==> src/rtl/approx_mon_pkg.sv <==
// Shared definitions for the approximate-multiplier error monitor.
//   state_t   : run-control states (IDLE, RUN, DRAIN, DONE)
//   ED_W      : width of one error distance (fits |16-bit - 16-bit|)
//   sat_add   : accumulator + error distance, clamped to a w-bit maximum
//   sat_ovf   : 1 when that clamp applies
package approx_mon_pkg;

    localparam int ED_W = 16;

    typedef enum logic [1:0] {IDLE, RUN, DRAIN, DONE} state_t;

    // Both helpers work on a 64-bit carrier so one definition serves any
    // accumulator width up to 64; callers truncate the result back.
    function automatic logic sat_ovf(input logic [63:0] acc,
                                     input logic [ED_W-1:0] ed,
                                     input int w);
        logic [64:0] s;
        s = {1'b0, acc} + 65'(ed);
        return (s >> w) != 65'd0;
    endfunction

    function automatic logic [63:0] sat_add(input logic [63:0] acc,
                                            input logic [ED_W-1:0] ed,
                                            input int w);
        logic [64:0] s;
        s = {1'b0, acc} + 65'(ed);
        if ((s >> w) != 65'd0)
            return (64'd1 << w) - 64'd1;
        return s[63:0];
    endfunction

endpackage

==> src/rtl/approx_err_monitor_if.sv <==
// Sample stream from the multiplier under test into the monitor.
//   in_valid : A, B, R_approx valid
//   in_ready : monitor accepts a sample this cycle
//   A, B     : 8-bit operands
//   R_approx : 16-bit approximate product
interface approx_err_monitor_if;
    logic        in_valid;
    logic        in_ready;
    logic [7:0]  A;
    logic [7:0]  B;
    logic [15:0] R_approx;

    modport master (output in_valid, A, B, R_approx, input in_ready);
    modport slave  (input in_valid, A, B, R_approx, output in_ready);
endinterface

==> src/rtl/approx_ed_stage.sv <==
// Two-stage error-distance datapath.
//   acc      : sample accepted this edge (captures operands into stage 1)
//   a, b     : operands, r_approx : approximate product
//   ed_vld   : stage-1 register holds a sample; ed is valid this cycle
//   ed       : |a*b - r_approx| of the stage-1 sample
// Stage 2 is the accumulation in the parent, so ed is combinational here.
module approx_ed_stage
    import approx_mon_pkg::*;
(
    input  logic            clk,
    input  logic            rst,
    input  logic            acc,
    input  logic [7:0]      a,
    input  logic [7:0]      b,
    input  logic [15:0]     r_approx,
    output logic            ed_vld,
    output logic [ED_W-1:0] ed
);

    logic        v1;
    logic [15:0] exact_q;
    logic [15:0] r_q;
    logic [16:0] diff;

    always_ff @(posedge clk) begin
        if (rst) begin
            v1      <= 1'b0;
            exact_q <= '0;
            r_q     <= '0;
        end else begin
            v1 <= acc;
            if (acc) begin
                exact_q <= 16'(a) * 16'(b);
                r_q     <= r_approx;
            end
        end
    end

    // 17-bit signed difference; a negative result is negated on its low
    // 16 bits, which is exact because the magnitude never exceeds 65535.
    always_comb begin
        diff = {1'b0, exact_q} - {1'b0, r_q};
        ed   = diff[16] ? (~diff[15:0] + 16'd1) : diff[15:0];
    end

    assign ed_vld = v1;

endmodule

==> src/rtl/approx_err_monitor.sv <==
// Error-metric monitor for 8x8 approximate multipliers.
//   clk, rst         : clock, synchronous active-high reset
//   start, n_samples : begin a run of n_samples (honoured in IDLE/DONE)
//   smp              : sample stream (slave side, in_ready driven here)
//   busy, done       : run in progress / results final
//   sample_cnt, err_cnt, sum_ed, max_ed, sum_sat : run statistics
module approx_err_monitor
    import approx_mon_pkg::*;
#(
    parameter int CNT_W = 16,
    parameter int SUM_W = 32
) (
    input  logic                 clk,
    input  logic                 rst,
    input  logic                 start,
    input  logic [CNT_W-1:0]     n_samples,
    approx_err_monitor_if.slave  smp,
    output logic                 busy,
    output logic                 done,
    output logic [CNT_W-1:0]     sample_cnt,
    output logic [CNT_W-1:0]     err_cnt,
    output logic [SUM_W-1:0]     sum_ed,
    output logic [ED_W-1:0]      max_ed,
    output logic                 sum_sat
);

    state_t            state;
    logic [CNT_W-1:0]  n_lat;
    logic [CNT_W-1:0]  acc_cnt;
    logic              rdy_q;
    logic              accept;
    logic              ed_vld;
    logic [ED_W-1:0]   ed;
    logic [SUM_W-1:0]  sum_nxt;
    logic              ovf;

    assign smp.in_ready = rdy_q;
    assign accept       = smp.in_valid && rdy_q;

    approx_ed_stage u_ed (
        .clk      (clk),
        .rst      (rst),
        .acc      (accept),
        .a        (smp.A),
        .b        (smp.B),
        .r_approx (smp.R_approx),
        .ed_vld   (ed_vld),
        .ed       (ed)
    );

    always_comb begin
        sum_nxt = SUM_W'(sat_add(64'(sum_ed), ed, SUM_W));
        ovf     = sat_ovf(64'(sum_ed), ed, SUM_W);
    end

    always_ff @(posedge clk) begin
        if (rst) begin
            state      <= IDLE;
            n_lat      <= '0;
            acc_cnt    <= '0;
            rdy_q      <= 1'b0;
            busy       <= 1'b0;
            done       <= 1'b0;
            sample_cnt <= '0;
            err_cnt    <= '0;
            sum_ed     <= '0;
            max_ed     <= '0;
            sum_sat    <= 1'b0;
        end else begin
            // Accumulate first; a start below overrides with the clear,
            // which is safe because the pipe is empty in IDLE/DONE.
            if (ed_vld) begin
                sample_cnt <= sample_cnt + CNT_W'(1);
                if (ed != '0)
                    err_cnt <= err_cnt + CNT_W'(1);
                if (ed > max_ed)
                    max_ed <= ed;
                sum_ed <= sum_nxt;
                if (ovf)
                    sum_sat <= 1'b1;
            end

            case (state)
                IDLE, DONE: begin
                    if (start) begin
                        sample_cnt <= '0;
                        err_cnt    <= '0;
                        sum_ed     <= '0;
                        max_ed     <= '0;
                        sum_sat    <= 1'b0;
                        acc_cnt    <= '0;
                        if (n_samples != '0) begin
                            n_lat <= n_samples;
                            state <= RUN;
                            rdy_q <= 1'b1;
                            busy  <= 1'b1;
                            done  <= 1'b0;
                        end else begin
                            state <= DONE;
                            done  <= 1'b1;
                        end
                    end
                end
                RUN: begin
                    if (accept) begin
                        acc_cnt <= acc_cnt + CNT_W'(1);
                        if (acc_cnt + CNT_W'(1) == n_lat) begin
                            state <= DRAIN;
                            rdy_q <= 1'b0;
                        end
                    end
                end
                DRAIN: begin
                    // The last sample is accumulated on the edge where
                    // ed_vld is high; finish on the edge after that.
                    if (!ed_vld) begin
                        state <= DONE;
                        busy  <= 1'b0;
                        done  <= 1'b1;
                    end
                end
                default: state <= IDLE;
            endcase
        end
    end

endmodule

==> src/flat_wrapper.sv <==
// flat-port wrapper written by rule: the top's interface ports become plain ports
module approx_err_monitor_flat import approx_mon_pkg::*;
#(
    parameter int CNT_W = 16,
    parameter int SUM_W = 32
)
  (clk, rst, start, n_samples, busy, done, sample_cnt, err_cnt, sum_ed, max_ed, sum_sat, smp_in_valid, smp_A, smp_B, smp_R_approx, smp_in_ready);
  approx_err_monitor_if smp_i ();
  input  logic clk;
  input  logic rst;
  input  logic start;
  input  logic [CNT_W-1:0] n_samples;
  output logic busy;
  output logic done;
  output logic [CNT_W-1:0] sample_cnt;
  output logic [CNT_W-1:0] err_cnt;
  output logic [SUM_W-1:0] sum_ed;
  output logic [ED_W-1:0] max_ed;
  output logic sum_sat;
  input wire logic [$bits(smp_i.in_valid)-1:0] smp_in_valid;
  input wire logic [$bits(smp_i.A)-1:0] smp_A;
  input wire logic [$bits(smp_i.B)-1:0] smp_B;
  input wire logic [$bits(smp_i.R_approx)-1:0] smp_R_approx;
  output wire logic [$bits(smp_i.in_ready)-1:0] smp_in_ready;
  assign smp_i.in_valid = smp_in_valid;
  assign smp_i.A = smp_A;
  assign smp_i.B = smp_B;
  assign smp_i.R_approx = smp_R_approx;
  assign smp_in_ready = smp_i.in_ready;
  approx_err_monitor #(.CNT_W(CNT_W), .SUM_W(SUM_W)) u_core (.clk(clk), .rst(rst), .start(start), .n_samples(n_samples), .smp(smp_i), .busy(busy), .done(done), .sample_cnt(sample_cnt), .err_cnt(err_cnt), .sum_ed(sum_ed), .max_ed(max_ed), .sum_sat(sum_sat));
endmodule
==> config.mk <==
export PLATFORM = sky130hd
export DESIGN_NAME = approx_err_monitor_flat
export DESIGN_NICKNAME = d
export VERILOG_FILES = /design/src/rtl/approx_mon_pkg.sv /design/src/rtl/approx_err_monitor_if.sv /design/src/rtl/approx_ed_stage.sv /design/src/rtl/approx_err_monitor.sv /design/src/flat_wrapper.sv
export SDC_FILE = /design/constraint.sdc
export NUM_CORES = 1
export LEC_CHECK = 0
export CORE_MARGIN = 3
export CORE_UTILIZATION = 40
export DETAILED_ROUTE_END_ITERATION = 10
export GPL_TIMING_DRIVEN = 0
export PLACE_DENSITY = 0.71
export SETUP_SLACK_MARGIN = 0.2
export SYNTH_ARGS = -nofsm -noshare
export SYNTH_HDL_FRONTEND = slang
export SYNTH_SLANG_ARGS = --single-unit
export TNS_END_PERCENT = 5
==> constraint.sdc <==
create_clock -name clk -period 8.3 [get_ports clk]
set_clock_uncertainty 0.05 [all_clocks]
set_input_delay 0.83 -clock clk [delete_from_list [all_inputs] [get_ports clk]]
set_output_delay 0.83 -clock clk [all_outputs]
set_load 0.05 [all_outputs]
# Yosys cells after proc, flatten, opt, wreduce, memory -nomap -nowiden
# Cells that the tools add are included.
[word_totals] reg_bits=151 inputBits=52 out_inout_bits=84
[classes] n_addsub=6 multipliers=1 magnitude_cmp=1 eq_ne=9 n_mux=42 n_bitwise=1 reduce_logical=14
[ops] operator="$mux 16" count=14
[ops] operator="$mux 32" count=5
[ops] operator="$reduce_bool 65->1" count=1
[ops] operator="$add 16x1->16 const B" count=4
[ops] operator="$add 32x16->33" count=1
[ops] operator="$pmux 16 s2" count=1
[ops] operator="$reduce_bool 16->1" count=2
[ops] operator="$sub 16x16->17" count=1
[ops] operator="$eq 16x16->1" count=1
[ops] operator="$gt 16x16->1" count=1
[ops] operator="$mul 8x8->16" count=1
[ops] operator="$not 16->16" count=1
[ops] operator="$mux 1" count=13
[ops] operator="$mux 2" count=5
[ops] operator="$reduce_and 3->1" count=3
[ops] operator="$reduce_and 4->1" count=2
[ops] operator="$ne 2x2->1 const B" count=3
[ops] operator="$pmux 1 s2" count=3
[ops] operator="$pmux 2 s3" count=1
[ops] operator="$reduce_and 5->1" count=1
[ops] operator="$eq 2x2->1 const B" count=2
[ops] operator="$ne 2x1->1 const B" count=2
[ops] operator="$reduce_bool 2->1" count=2
[ops] operator="$eq 2x1->1 const B" count=1
[ops] operator="other kinds (3)" count=3

# Longest topological paths before layout
# Gate-level depths: netlist (run 1).
[depth] ltp_word=11 depth_mapped=25 mapped_depth_nobuf=22

# Hierarchy
# From an unflattened synthesis (run 1), not the netlist that was laid out.
[hier_totals] cells_unflattened=1346 hier_area_um2=11113.2
[by_module_without_submodules] mod="approx_err_monitor" n_inst=1 cells_per_inst=824 area_per_inst_um2=6710.2 seq_area_each_um2=2362.3
[by_module_without_submodules] mod="approx_ed_stage" n_inst=1 cells_per_inst=522 area_per_inst_um2=4403.0 seq_area_each_um2=660.6

# Least setup slack after synthesis (run 1)
# Ideal clock, no wire load.
[synth_path] path_type="register -> register" start="register u_core.u_ed.exact_q[0]" end="register u_core.sum_ed[10]" setup_ps=132 arrival_ps=4872 required_ps=8118 slack_ps=3246 stages_incl_launch_ff=23 path_buffers=2 path_cell_list="dfxtp_1 inv_1 ha_1 inv_1 fa_1 a21oi_1 o21ai_0 a211o_1 a41oi_1 clkbuf_1 o21ai_0 fa_1 a21o_1 a21oi_1 o21bai_1 a21o_1 a21oi_1 o211ai_1 a31o_2 a21o_1 a21oi_1 clkbuf_1 a21oi_1"
[synth_between] elab_chain_len=11
[synth_lines] element="from (decl)" line_no="approx_ed_stage.sv:21" rtl="logic [15:0] exact_q;"
[synth_lines] element="from (signal assigned)" line_no="approx_ed_stage.sv:33" rtl="exact_q <= 16'(a) * 16'(b);"
[synth_lines] element="$sub 16x16->17 (*)" line_no="approx_ed_stage.sv:42" rtl="diff = {1'b0, exact_q} - {1'b0, r_q};"
[synth_lines] element="$not 16->16" line_no="approx_ed_stage.sv:43" rtl="ed = diff[16] ? (~diff[15:0] + 16'd1) : diff[15:0];"
[synth_lines] element="$add 16x1->16" line_no="approx_ed_stage.sv:43"
[synth_lines] element="$mux 16 (*)" line_no="approx_ed_stage.sv:43"
[synth_lines] element="$add 32x16->33 (*)" line_no="approx_mon_pkg.sv:26" rtl="s = {1'b0, acc} + 65'(ed);"
[synth_lines] element="$reduce_bool 65->1" line_no="approx_mon_pkg.sv:27" rtl="if ((s >> w) != 65'd0)"
[synth_lines] element="$mux 1" line_no="approx_mon_pkg.sv:27"
[synth_lines] element="$mux 32 (*)" line_no="approx_mon_pkg.sv:29" rtl="return s[63:0];"
[synth_lines] element="$mux 32 (*)" line_no="approx_err_monitor.sv:72" rtl="if (ed_vld) begin"
[synth_lines] element="$mux 32" line_no="approx_err_monitor.sv:85" rtl="if (start) begin"
[synth_lines] element="$mux 32 (*)" line_no="approx_err_monitor.sv:83" rtl="case (state)"
[synth_lines] element="to (signal assigned)" line_no="approx_err_monitor.sv:78" rtl="sum_ed <= sum_nxt;"
[synth_lines] element="to (decl)" line_no="approx_err_monitor.sv:22" rtl="output logic [SUM_W-1:0] sum_ed,"
# Every way passes the cells marked *; elsewhere a longest branch is shown, timed or not.
# A chain may end at the register's enable or synchronous reset.

# Final worst setup path (run 1)
[layout_path] start="register u_core.u_ed.exact_q[0]" end="register u_core.sum_ed[13]"
# The elaborated chain is that of the path after synthesis.

==> results.py, run 1 <==
metrics = {
    "grt": {
        "grt_pass1_vias": 9626,
        "gr-usage-met1_pct": 26.0,
        "global_route.overflow_total": 0,
        "first_pass_grt_wire_length_mm": 47.2,
        "total_global_route_track_usage_pct": 19.4,
        "busiest_layer_in_global_routing": "met2",
        "grt_max_degree": 17,
        "global_route_met2_utilization_pct": 32.8,
        "number_of_antenna_violations_at_the_first_check_in_global_routing": 1,
        "groute.layer.met3.usage_pct": 3.72,
    },
    "drt": {
        "routed_via_density": 5.41,
        "detailedRoute.firstIterationViolations": 645,
        "drt_drc_violations_left": 0,
        "dr.pass1.iters": 5,
        "wirelength_mm": 28.4,
        "routed_wire_length_per_instance_um": 15.5,
        "drt.antenna.violating_nets": 0,
        "dr_total_vias": 9934,
    },
    "floorplan": {
        "placeableCoreArea_sq_um": 26400,
        "die_area_sq_um": 29200,
        "die_width_um": 171,
        "chipHeight_um": 171,
        "floorplan.initialDensity_pct": 41.2,
        "io_pins": 136,
        "rows": 59,
    },
    "critical_path": {
        "timing.setup.critical_path_class": "reg2reg",
        "crit_path_start": "u_core.u_ed.exact_q[0]$_SDFFE_PP0P_",
        "family_with_the_most_delay_on_the_worst_path": "compound AO/OA/AOI/OAI gates",
        "crit_path_cell_trace": "inv_1 > ha_1 > inv_1 > fa_1 > a21oi_1 > o21ai_0 > a211o_1 > a41oi_1 > clkbuf_1 > o21ai_0 > fa_1 > a21o_1 > a21oi_1 > o21bai_1 > a21o_1 > a21oi_1 > o211ai_1 > a31o_2 > a21o_1 > a21oi_1 > clkbuf_1 > a21oi_1",
        "worst_ep_required_time_ns": 8.53,
        "timing.critical_path.to_type": "flop",
        "critPathMaxFanout": 10,
        "cp-start-kind": "flop",
        "critical_path.slowest_cell": "a21oi_1",
        "arrival_ns": 6.51,
        "reg2reg_setup_slack_ns": 2.02,
        "critical_path.reg2reg.startpoint": "u_core.u_ed.exact_q[0]$_SDFFE_PP0P_",
        "cp_bufs_invs": 4,
        "crit_path_max_incr_delay_ns": 0.53,
        "cp_common_cell": "a21oi_1",
    },
    "clock_network": {
        "clock_path_buffers": 2,
        "worst_skew_pair.late_latency_ns": 0.42,
        "cts-hold-fix-buffers": 0,
        "cts.repair.resized": 0,
        "cts_setup_buffers": 0,
        "clock_pin_slew_on_the_worst_setup_and_hold_paths_ns": 0.07,
        "clockRootBuffer": "clkbuf_16",
        "cts_buffers": 17,
        "cts_num_sinks": 151,
        "clock_tree_from_tritoncts": "done",
        "h_tree_lvl_count": 4,
    },
    "placement": {
        "gp_congestion": 0.921,
        "place_hpwl_mm": 22.1,
        "placement.io_buffers": 134,
    },
    "logic_synthesis": {
        "syn-mean-instance-area_sq_um": 8.12,
        "synth_area_leaders": "dfxtp_1 (28%), ha_1 (11%), fa_1 (7.0%)",
        "syn_area_sq_um": 10900,
        "synthMostInstantiatedCell": "dfxtp_1",
        "synth_seq_area_share_pct": 27.8,
        "ys_types": 68,
        "synth-main-ff-cell": "dfxtp_1",
        "synth.yosys.warnings": 0,
        "synthesis.nets": 1519,
        "synth.cells.most_frequent": "dfxtp_1 (151), nand2_1 (135), nor2_1 (117)",
        "synth_largest_area_cell": "dfxtp_1",
        "synth_async_sr_flop_share_pct": 0,
        "synth-seq-cells": 151,
        "synthesis.instances": 1337,
        "synth_edf_count": 0,
        "synth_top_area_share_pct": 27.8,
    },
    "pwr": {
        "share_comb_of_total_power_pct": 72.3,
        "cellInternalPower_uw": 2890,
        "netSwitchingFraction_pct": 50.7,
        "ir_drop_mv": 0.268,
        "seqPwrFrac_pct": 14.9,
        "pwr_density_cell_nw_per_um2": 445,
        "leakagePower_uw": 0.00530,
        "power_switching_uw": 2970,
        "power.clock.fraction_pct": 12.8,
    },
    "sta": {
        "slew-limit-headroom_pct": 31.3,
        "final.setup.tns_ns": 0,
        "finalCriticalPeriod_ns": 6.28,
        "unrepaired_setup_endpoints_after_global_routing": "no",
        "worst_pin_slew_ns": 1.02,
        "slew_viol_final": 0,
        "hold-worst-slack_ns": 0.408,
        "clock.fmax_ghz": 0.159,
        "timing_hold_violations_final": 0,
        "number_of_endpoints_failing_setup_at_the_final_stage": 0,
        "final.period_utilization_pct": 75.7,
    },
    "min_path": {
        "timing.hold.worst.class": "reg2reg",
        "hold_start": "u_core.u_ed.r_q[1]$_SDFFE_PP0P_",
    },
    "cells_and_area": {
        "diodes": 0,
        "final_nets": 1672,
        "fill_cells": 2510,
        "synthToLayoutAreaGrowth_pct": 21.4,
        "final_layout_size_suffix_gt1_share_pct": 3.73,
    },
    "run_status": {
        "run_status": "finished, final reports clean",
    },
    "flow_run": {
        "drv_cap": 0,
    },
}
## kinds of logic after synthesis
group / after synthesis / synth area share [%]
buffers and inverters: 165 / 5.89
adder cells (fa/ha/maj): 130 / 17.6
AO/OA/AOI/OAI: 298 / 17.3
XOR/XNOR: 100 / 8.14
flip-flops: 151 / 27.8
multiplexers: 26 / 2.43
AND/OR/NAND/NOR: 467 / 20.7
## cells in the final DEF (no fill, tap or decap), drive strengths merged, types with 5 or more instances in the layout
| cell type | n |
|---|---|
| clkinv | 5 |
| a31oi | 11 |
| a21oi | 123 |
| xor2 | 38 |
| a211oi | 20 |
| o21a | 8 |
| nand2 | 135 |
| a21o | 16 |
| clkbuf | 63 |
| dfxtp | 151 |
| or4 | 13 |
| or3 | 9 |
| clkdlybuf4s50 | 134 |
| nor2 | 117 |
| fa | 38 |
| nor2b | 8 |
| o211ai | 5 |
| nor3 | 31 |
| nand3 | 41 |
| a31o | 6 |
| and3 | 21 |
| xnor2 | 62 |
| o31ai | 13 |
| ha | 92 |
| inv | 116 |
| buf | 9 |
| nand4 | 16 |
| nand2b | 10 |
| mux2i | 23 |
| and2 | 44 |
| nor4 | 12 |
| o21ai | 55 |
## final cells by class
cell class | count | area (sq um) | share of cell area [%]
Multi-Input combinational cell | 1021 | 7190 | 54.6
Sequential cell | 151 | 3020 | 22.9
Timing Repair Buffer | 134 | 1340 | 10.2
Clock buffer | 18 | 439 | 3.33
Tap cell | 335 | 419 | 3.18
Inverter | 111 | 417 | 3.16
Buffer | 54 | 223 | 1.69
Clock inverter | 12 | 120 | 0.912
## final timing paths
kind	cells after the start	endpoint
max	22	u_core.sum_ed[13]$_SDFF_PP0_
max reg2reg	22	u_core.sum_ed[13]$_SDFF_PP0_
min reg2reg	2	u_core.u_ed.r_q[1]$_SDFFE_PP0P_
min	2	u_core.u_ed.r_q[1]$_SDFFE_PP0P_
## state kept, by name (all words and copies together), names as in the netlist
register / cells
u_core.err_cnt: 16
u_core.state: 2
u_core.sum_ed: 32
u_core.n_lat: 16
u_core.max_ed: 16
u_core.acc_cnt: 16
u_core.smp.in_ready: 1
u_core.u_ed.exact_q: 16
u_core.sum_sat: 1
u_core.done: 1
u_core.sample_cnt: 16
u_core.u_ed.ed_vld: 1
u_core.busy: 1
u_core.u_ed.r_q: 16
## routing by layer
metal | share of wire, % | vias to the layer above
met5 | 0.039 | -
met4 | 1.3 | 2
met3 | 4.8 | 27
met2 | 47 | 238
met1 | 47 | 4714
li1 | - | 4953
## power by group through the flow
stage / registers (uW) / clock network, uW / logic [uW]
3_3_place_gp: 886 / 0 / 4040
6_report: 874 / 751 / 4240
2_1_floorplan: 976 / 0 / 3130
3_5_place_dp: 888 / 0 / 4160
4_1_cts: 872 / 764 / 4220
5_1_grt: 883 / 791 / 4780
## per-stage QoR
stage / std cells / total power [uW] / setup slack, ns / util (%) / area, sq um
final: 1836 / 5870 / 2.02 / 50.0 / 13200
after global routing: 1836 / 6450 / 1.61 / 50.0 / 13200
after CTS: 1836 / 5850 / 2.08 / 50.0 / 13200
after detailed placement: 1806 / 5050 / 2.11 / 47.9 / 12600
after global placement: 1806 / 4930 / 2.12 / 47.9 / 12600
after floorplan: 1337 / 4110 / 3.25 / - / 10900
## worst register-to-register path, delay by kind of cell, from the launching register on
kind | cells | cell delay (ns)
AOI/OAI and AO/OA | 15 | 3.74
adders and majority gates | 3 | 1.09
DFF | 1 | 0.31
buffers and inverters | 4 | 0.98
No activity file was read; power rests on OpenSTA's default activity.
==> run 2, diff against run 1 <==
==> constraint.sdc (replaced) <==
create_clock -name clk -period 6.45 [get_ports clk]
set_clock_uncertainty 0.05 [all_clocks]
set_input_delay 0.645 -clock clk [delete_from_list [all_inputs] [get_ports clk]]
set_output_delay 0.645 -clock clk [all_outputs]
set_load 0.05 [all_outputs]
==> run 2 against run 1 <==
Final cell count did not move. Clock power rose by 29%. Utilization about the same. Critical path depth unchanged. Sequential power up 28%. Hold slack worse by 0.00070 ns. Combinational power is 29% higher. Register-to-register slack worse by 1.3 ns. First-iteration DRC count is 13% higher. Largest power group unchanged.
==> results.py, run 2 (synthesis results as in run 1) <==
metrics = {
    "run_status": {
        "run_status": "finished, final reports clean",
    },
    "drt": {
        "dr_total_vias": 9947,
        "wirelength_mm": 28.4,
        "detailedRoute.firstIterationViolations": 729,
        "drt.antenna.violating_nets": 0,
        "routed_via_density": 5.42,
        "routed_wire_length_per_instance_um": 15.5,
        "drt_drc_violations_left": 0,
        "dr.pass1.iters": 5,
    },
    "clock_network": {
        "cts_buffers": 17,
        "clockRootBuffer": "clkbuf_16",
        "h_tree_lvl_count": 4,
        "cts.repair.resized": 0,
        "clock_path_buffers": 2,
        "cts-hold-fix-buffers": 0,
        "clock_pin_slew_on_the_worst_setup_and_hold_paths_ns": 0.07,
        "clock_tree_from_tritoncts": "done",
        "cts_setup_buffers": 0,
        "worst_skew_pair.late_latency_ns": 0.42,
        "cts_num_sinks": 151,
    },
    "placement": {
        "place_hpwl_mm": 22.1,
        "placement.io_buffers": 134,
        "gp_congestion": 0.921,
        "post-place-ws_ns": 0.257,
    },
    "critical_path": {
        "crit_end": "u_core.sum_ed[13]$_SDFF_PP0_",
        "timing.critical_path.to_type": "flop",
        "timing.setup.critical_path_class": "reg2reg",
        "cp-start-kind": "flop",
        "timing.reg2reg.worst_path_depth": 22,
        "worst_ep_required_time_ns": 6.69,
        "arrival_ns": 6.00,
        "critPathMaxFanout": 10,
        "crit_path_start": "u_core.u_ed.exact_q[0]$_SDFFE_PP0P_",
        "reg2reg_setup_slack_ns": 0.70,
        "critical_path.reg2reg.startpoint": "u_core.u_ed.exact_q[0]$_SDFFE_PP0P_",
        "rr_endpoint": "u_core.sum_ed[13]$_SDFF_PP0_",
    },
    "cells_and_area": {
        "final_layout_size_suffix_gt1_share_pct": 3.93,
        "number_of_flip_flops_under_the_largest_register_name": 32,
        "diodes": 0,
        "final_common_cell": "dfxtp_1",
        "synthToLayoutAreaGrowth_pct": 21.4,
        "final_cell_mix": "dfxtp_1 (151), nand2_1 (135), clkdlybuf4s50_1 (134)",
        "final_nets": 1672,
        "largest-register": "u_core.sum_ed",
    },
    "sta": {
        "worst_pin_slew_ns": 0.988,
        "slew_viol_final": 0,
        "number_of_endpoints_failing_setup_at_the_final_stage": 0,
        "clock.fmax_ghz": 0.174,
        "final.period_utilization_pct": 89.2,
        "timing_hold_violations_final": 0,
        "slew-limit-headroom_pct": 33.3,
        "finalCriticalPeriod_ns": 5.75,
        "final.setup.tns_ns": 0,
        "setup_ws_ns": 0.697,
        "unrepaired_setup_endpoints_after_global_routing": "no",
    },
    "floorplan": {
        "die_width_um": 171,
        "floorplan.initialDensity_pct": 41.2,
        "chipHeight_um": 171,
        "rows": 59,
        "placeableCoreArea_sq_um": 26400,
        "die_area_sq_um": 29200,
        "io_pins": 136,
    },
    "grt": {
        "global_route.overflow_total": 0,
        "number_of_antenna_violations_at_the_first_check_in_global_routing": 1,
        "grt_pass1_vias": 9626,
        "grt_max_degree": 17,
        "total_global_route_track_usage_pct": 19.4,
        "first_pass_grt_wire_length_mm": 47.2,
    },
    "pwr": {
        "pwr_density_cell_nw_per_um2": 573,
        "ir_drop_mv": 0.347,
        "leakagePower_uw": 0.00531,
    },
    "min_path": {
        "timing.hold.worst.class": "reg2reg",
    },
    "flow_run": {
        "drv_cap": 0,
    },
}
[run 2: cell types whose count changed in the layout (fill, tap and decap cells not counted)]
| cell | delta |
|---|---|
| a21oi_1 | -1 |
| clkbuf_2 | +2 |
| a21oi_2 | +1 |
| clkbuf_1 | -2 |
[run 2: worst min-delay path by stage]
stage / cells past startpoint / to / from / slack (ns)
finish: 2 / u_core.u_ed.r_q[1]$_SDFFE_PP0P_ / u_core.u_ed.r_q[1]$_SDFFE_PP0P_ / 0.41
global route: 2 / u_core.sum_sat$_SDFF_PP0_ / u_core.sum_sat$_SDFF_PP0_ / 0.42
CTS: 2 / u_core.u_ed.r_q[11]$_SDFFE_PP0P_ / u_core.u_ed.r_q[11]$_SDFFE_PP0P_ / 0.41
detailed placement: 2 / u_core.u_ed.r_q[9]$_SDFFE_PP0P_ / u_core.u_ed.r_q[9]$_SDFFE_PP0P_ / 0.40
global placement: 2 / u_core.sum_sat$_SDFF_PP0_ / u_core.sum_sat$_SDFF_PP0_ / 0.39
floorplan: 2 / u_core.u_ed.exact_q[0]$_SDFFE_PP0P_ / u_core.u_ed.exact_q[0]$_SDFFE_PP0P_ / 0.38
[run 2: metrics by stage]
stage                     total power [uW]  cell area (sq um)  utilization (%)  hold WS, ns  instances
final                                 7550              13200             50.0        0.408       1836
after global routing                  8310              13200             50.0        0.423       1836
after CTS                             7530              13200             50.0        0.408       1836
after detailed placement              6500              12600             47.9        0.400       1806
after global placement                6340              12600             47.9        0.385       1806
after floorplan                       5290              10900                -        0.382       1337
[run 2: final cells by class]
| type | instances | area [sq um] |
|---|---|---|
| fill | 2512 | 13200 |
| inverter | 111 | 417 |
| tap | 335 | 419 |
| buffer | 54 | 225 |
| clock inverter | 12 | 120 |
| clock buffer | 18 | 439 |
| sequential | 151 | 3020 |
| multi-input combinational | 1021 | 7200 |
| timing repair buffer | 134 | 1340 |
[run 2: per-layer routing]
layer  GRT usage (%)  vias up  part of all wire [%]
li1                -     4958                     -
met1            26.0     4737                    47
met2            32.8      219                    47
met3            3.72       31                   4.7
met4            4.09        2                   1.3
met5               0        -                 0.039
[run 2: critical path, stage by stage, from the launching register on]
cell and delay (ns):
dfxtp_1 0.31, inv_1 0.05, ha_1 0.15, inv_1 0.05, fa_1 0.42, a21oi_1 0.18
o21ai_0 0.14, a211o_1 0.43, a41oi_1 0.27, clkbuf_2 0.28, o21ai_0 0.27, fa_1 0.52
a21o_1 0.19, a21oi_1 0.25, o21bai_1 0.10, a21o_1 0.23, a21oi_1 0.28, o211ai_1 0.18
a31o_2 0.26, a21o_1 0.23, a21oi_2 0.38, clkbuf_2 0.32, a21oi_1 0.10
[run 2: power breakdown]
part	leakage [uW]	internal [uW]	switching, uW
Combinational	0.00381	2140	3320
Sequential	0.00122	1040	84.5
Clock	0.000275	545	421
==> run 3, diff against run 2 <==
--- a/config.mk
+++ b/config.mk
@@ -5,8 +5,8 @@
 export SDC_FILE = /design/constraint.sdc
 export NUM_CORES = 1
 export LEC_CHECK = 0
-export CORE_MARGIN = 3
 export CORE_UTILIZATION = 40
+export CTS_BUF_LIST = sky130_fd_sc_hd__clkbuf_16
 export DETAILED_ROUTE_END_ITERATION = 10
 export GPL_TIMING_DRIVEN = 0
 export PLACE_DENSITY = 0.71
==> run 3 against run 2 <==
Final area is 0.38% higher. Fmax fell by 0.80%. Sequential share of layout area shrank 0.087 points. Count of clock-buffer cells in the layout down 1. Setup slack got worse by 0.047 ns. Critical path depth is 3 higher. Wire length decreased by 0.28%. Register-to-register slack got worse by 0.05 ns. Critical endpoint is now u_core.max_ed[10]$_SDFF_PP0_. Die area shrank 4.6%. Via count increased by 0.61%.
==> results.py, run 3 (synthesis results as in run 1) <==
metrics = {
    "floorplan": {
        "floorplan.initialDensity_pct": 41.2,
        "io_pins": 136,
        "die_width_um": 167,
        "chipHeight_um": 167,
        "placeableCoreArea_sq_um": 26400,
        "die_area_sq_um": 27800,
        "rows": 59,
    },
    "sta": {
        "slew_viol_final": 0,
        "clock.fmax_ghz": 0.172,
        "final.setup.tns_ns": 0,
        "worst_pin_slew_ns": 0.985,
        "number_of_endpoints_failing_setup_at_the_final_stage": 0,
        "final.period_utilization_pct": 89.9,
        "finalCriticalPeriod_ns": 5.80,
        "setup_ws_ns": 0.650,
        "timing_hold_violations_final": 0,
        "slew-limit-headroom_pct": 33.5,
        "unrepaired_setup_endpoints_after_global_routing": "no",
    },
    "critical_path": {
        "family_with_the_most_delay_on_the_worst_path": "compound AO/OA/AOI/OAI gates",
        "crit_path_max_incr_delay_ns": 0.46,
        "cp_common_cell": "o21a_1",
        "cp-start-kind": "flop",
        "timing.critical_path.to_type": "flop",
        "critical_path.slowest_cell": "clkbuf_1",
        "critPathMaxFanout": 10,
        "timing.setup.critical_path_class": "reg2reg",
        "worst_ep_required_time_ns": 6.74,
        "cp_bufs_invs": 5,
        "arrival_ns": 6.09,
    },
    "drt": {
        "drt_drc_violations_left": 0,
        "drt.antenna.violating_nets": 0,
        "detailedRoute.firstIterationViolations": 536,
        "wirelength_mm": 28.3,
        "routed_via_density": 5.45,
        "routed_wire_length_per_instance_um": 15.4,
        "dr.pass1.iters": 5,
        "dr_total_vias": 10000,
    },
    "placement": {
        "post-place-ws_ns": 0.252,
        "gp_congestion": 0.892,
        "place_hpwl_mm": 22.0,
        "placement.io_buffers": 134,
    },
    "flow_run": {
        "drv_cap": 0,
    },
    "cells_and_area": {
        "final_nets": 1672,
        "largest-register": "u_core.sum_ed",
        "fill_cells": 2491,
        "final_cell_mix": "dfxtp_1 (151), nand2_1 (135), clkdlybuf4s50_1 (134)",
        "number_of_flip_flops_under_the_largest_register_name": 32,
        "final_layout_size_suffix_gt1_share_pct": 4.06,
        "synthToLayoutAreaGrowth_pct": 21.9,
        "diodes": 0,
        "final_common_cell": "dfxtp_1",
    },
    "pwr": {
        "power_switching_uw": 3870,
        "leakagePower_uw": 0.00533,
        "power.clock.fraction_pct": 13.7,
        "cellInternalPower_uw": 3780,
        "share_comb_of_total_power_pct": 71.6,
        "netSwitchingFraction_pct": 50.6,
        "seqPwrFrac_pct": 14.7,
        "ir_drop_mv": 0.382,
        "pwr_density_cell_nw_per_um2": 577,
    },
    "grt": {
        "number_of_antenna_violations_at_the_first_check_in_global_routing": 1,
        "first_pass_grt_wire_length_mm": 47.0,
        "global_route.overflow_total": 0,
        "grt_max_degree": 17,
        "grt_pass1_vias": 9607,
        "total_global_route_track_usage_pct": 20.5,
    },
    "clock_network": {
        "worst_skew_pair.late_latency_ns": 0.43,
        "clock_pin_slew_on_the_worst_setup_and_hold_paths_ns": 0.07,
        "h_tree_lvl_count": 4,
        "clock_tree_from_tritoncts": "done",
        "cts_setup_buffers": 0,
        "clock_path_buffers": 2,
        "cts-hold-fix-buffers": 0,
        "cts_num_sinks": 151,
        "clockRootBuffer": "clkbuf_16",
        "cts_buffers": 17,
    },
    "run_status": {
        "run_status": "finished, final reports clean",
    },
    "min_path": {
        "timing.hold.worst.class": "reg2reg",
    },
}
run 3: cell count changes in the layout (fill, tap and decap cells not counted):
cell       delta
bufinv_16     +1
clkbuf_8      -1
clkinv_2      -1
clkinv_8      +1
inv_8         +2
run 3: power by group through the flow:
stage,combinational [uW],sequential [uW],clock (uW)
after CTS,5430,1120,1070
after detailed placement,5380,1140,0
after floorplan,4030,1260,0
final,5470,1120,1050
after global placement,5190,1140,0
after global routing,6110,1140,1110
run 3: per-stage QoR:
stage | instances | total power (uW) | util [%] | cell area (sq um) | hold slack, ns
6_report | 1838 | 7640 | 50.2 | 13200 | 0.400
2_1_floorplan | 1337 | 5290 | - | 10900 | 0.382
5_1_grt | 1838 | 8360 | 50.2 | 13200 | 0.425
3_5_place_dp | 1806 | 6530 | 47.9 | 12600 | 0.391
3_3_place_gp | 1806 | 6330 | 47.9 | 12600 | 0.385
4_1_cts | 1838 | 7620 | 50.2 | 13200 | 0.401
run 3: timing repair:
item,in CTS,in global routing
cloned,0,0
pin swaps,0,0
resized for setup,1,4
setup endpoints to repair,5,14
run 3: cell type report:
type | count | area, sq um | share of cell area (%)
plain buffers | 54 | 225 | 1.70
well taps | 335 | 419 | 3.17
repair buffers | 134 | 1340 | 10.1
clock inverters | 15 | 184 | 1.39
inverters | 111 | 417 | 3.15
flip-flops and latches | 151 | 3020 | 22.8
clock buffers | 17 | 425 | 3.21
multi-input cells | 1021 | 7200 | 54.4
run 3: path summary, 6_finish.rpt:
kind / from / to / slack, ns / cells after the start
max reg2reg: u_core.u_ed.exact_q[0]$_SDFFE_PP0P_ / u_core.max_ed[10]$_SDFF_PP0_ / 0.65 / 25
min reg2reg: u_core.sum_sat$_SDFF_PP0_ / u_core.sum_sat$_SDFF_PP0_ / 0.40 / 2
min: u_core.sum_sat$_SDFF_PP0_ / u_core.sum_sat$_SDFF_PP0_ / 0.40 / 2
max: u_core.u_ed.exact_q[0]$_SDFFE_PP0P_ / u_core.max_ed[10]$_SDFF_PP0_ / 0.65 / 25
run 3: tightest hold or removal path, delay by kind of cell, from the launching register on:
| kind | cells | cell delay, ns |
|---|---|---|
| AOI/OAI and AO/OA | 1 | 0.05 |
| buffers and inverters | 1 | 0.05 |
| DFF | 1 | 0.31 |
run 3: layer usage:
layer / vias to the layer above / wire length (um) / global-route usage (%)
met5: - / 0 / 0
met4: 0 / 271 / 4.83
met3: 24 / 1340 / 3.61
met2: 262 / 13700 / 35.9
met1: 4777 / 13000 / 26.1
li1: 4945 / - / -
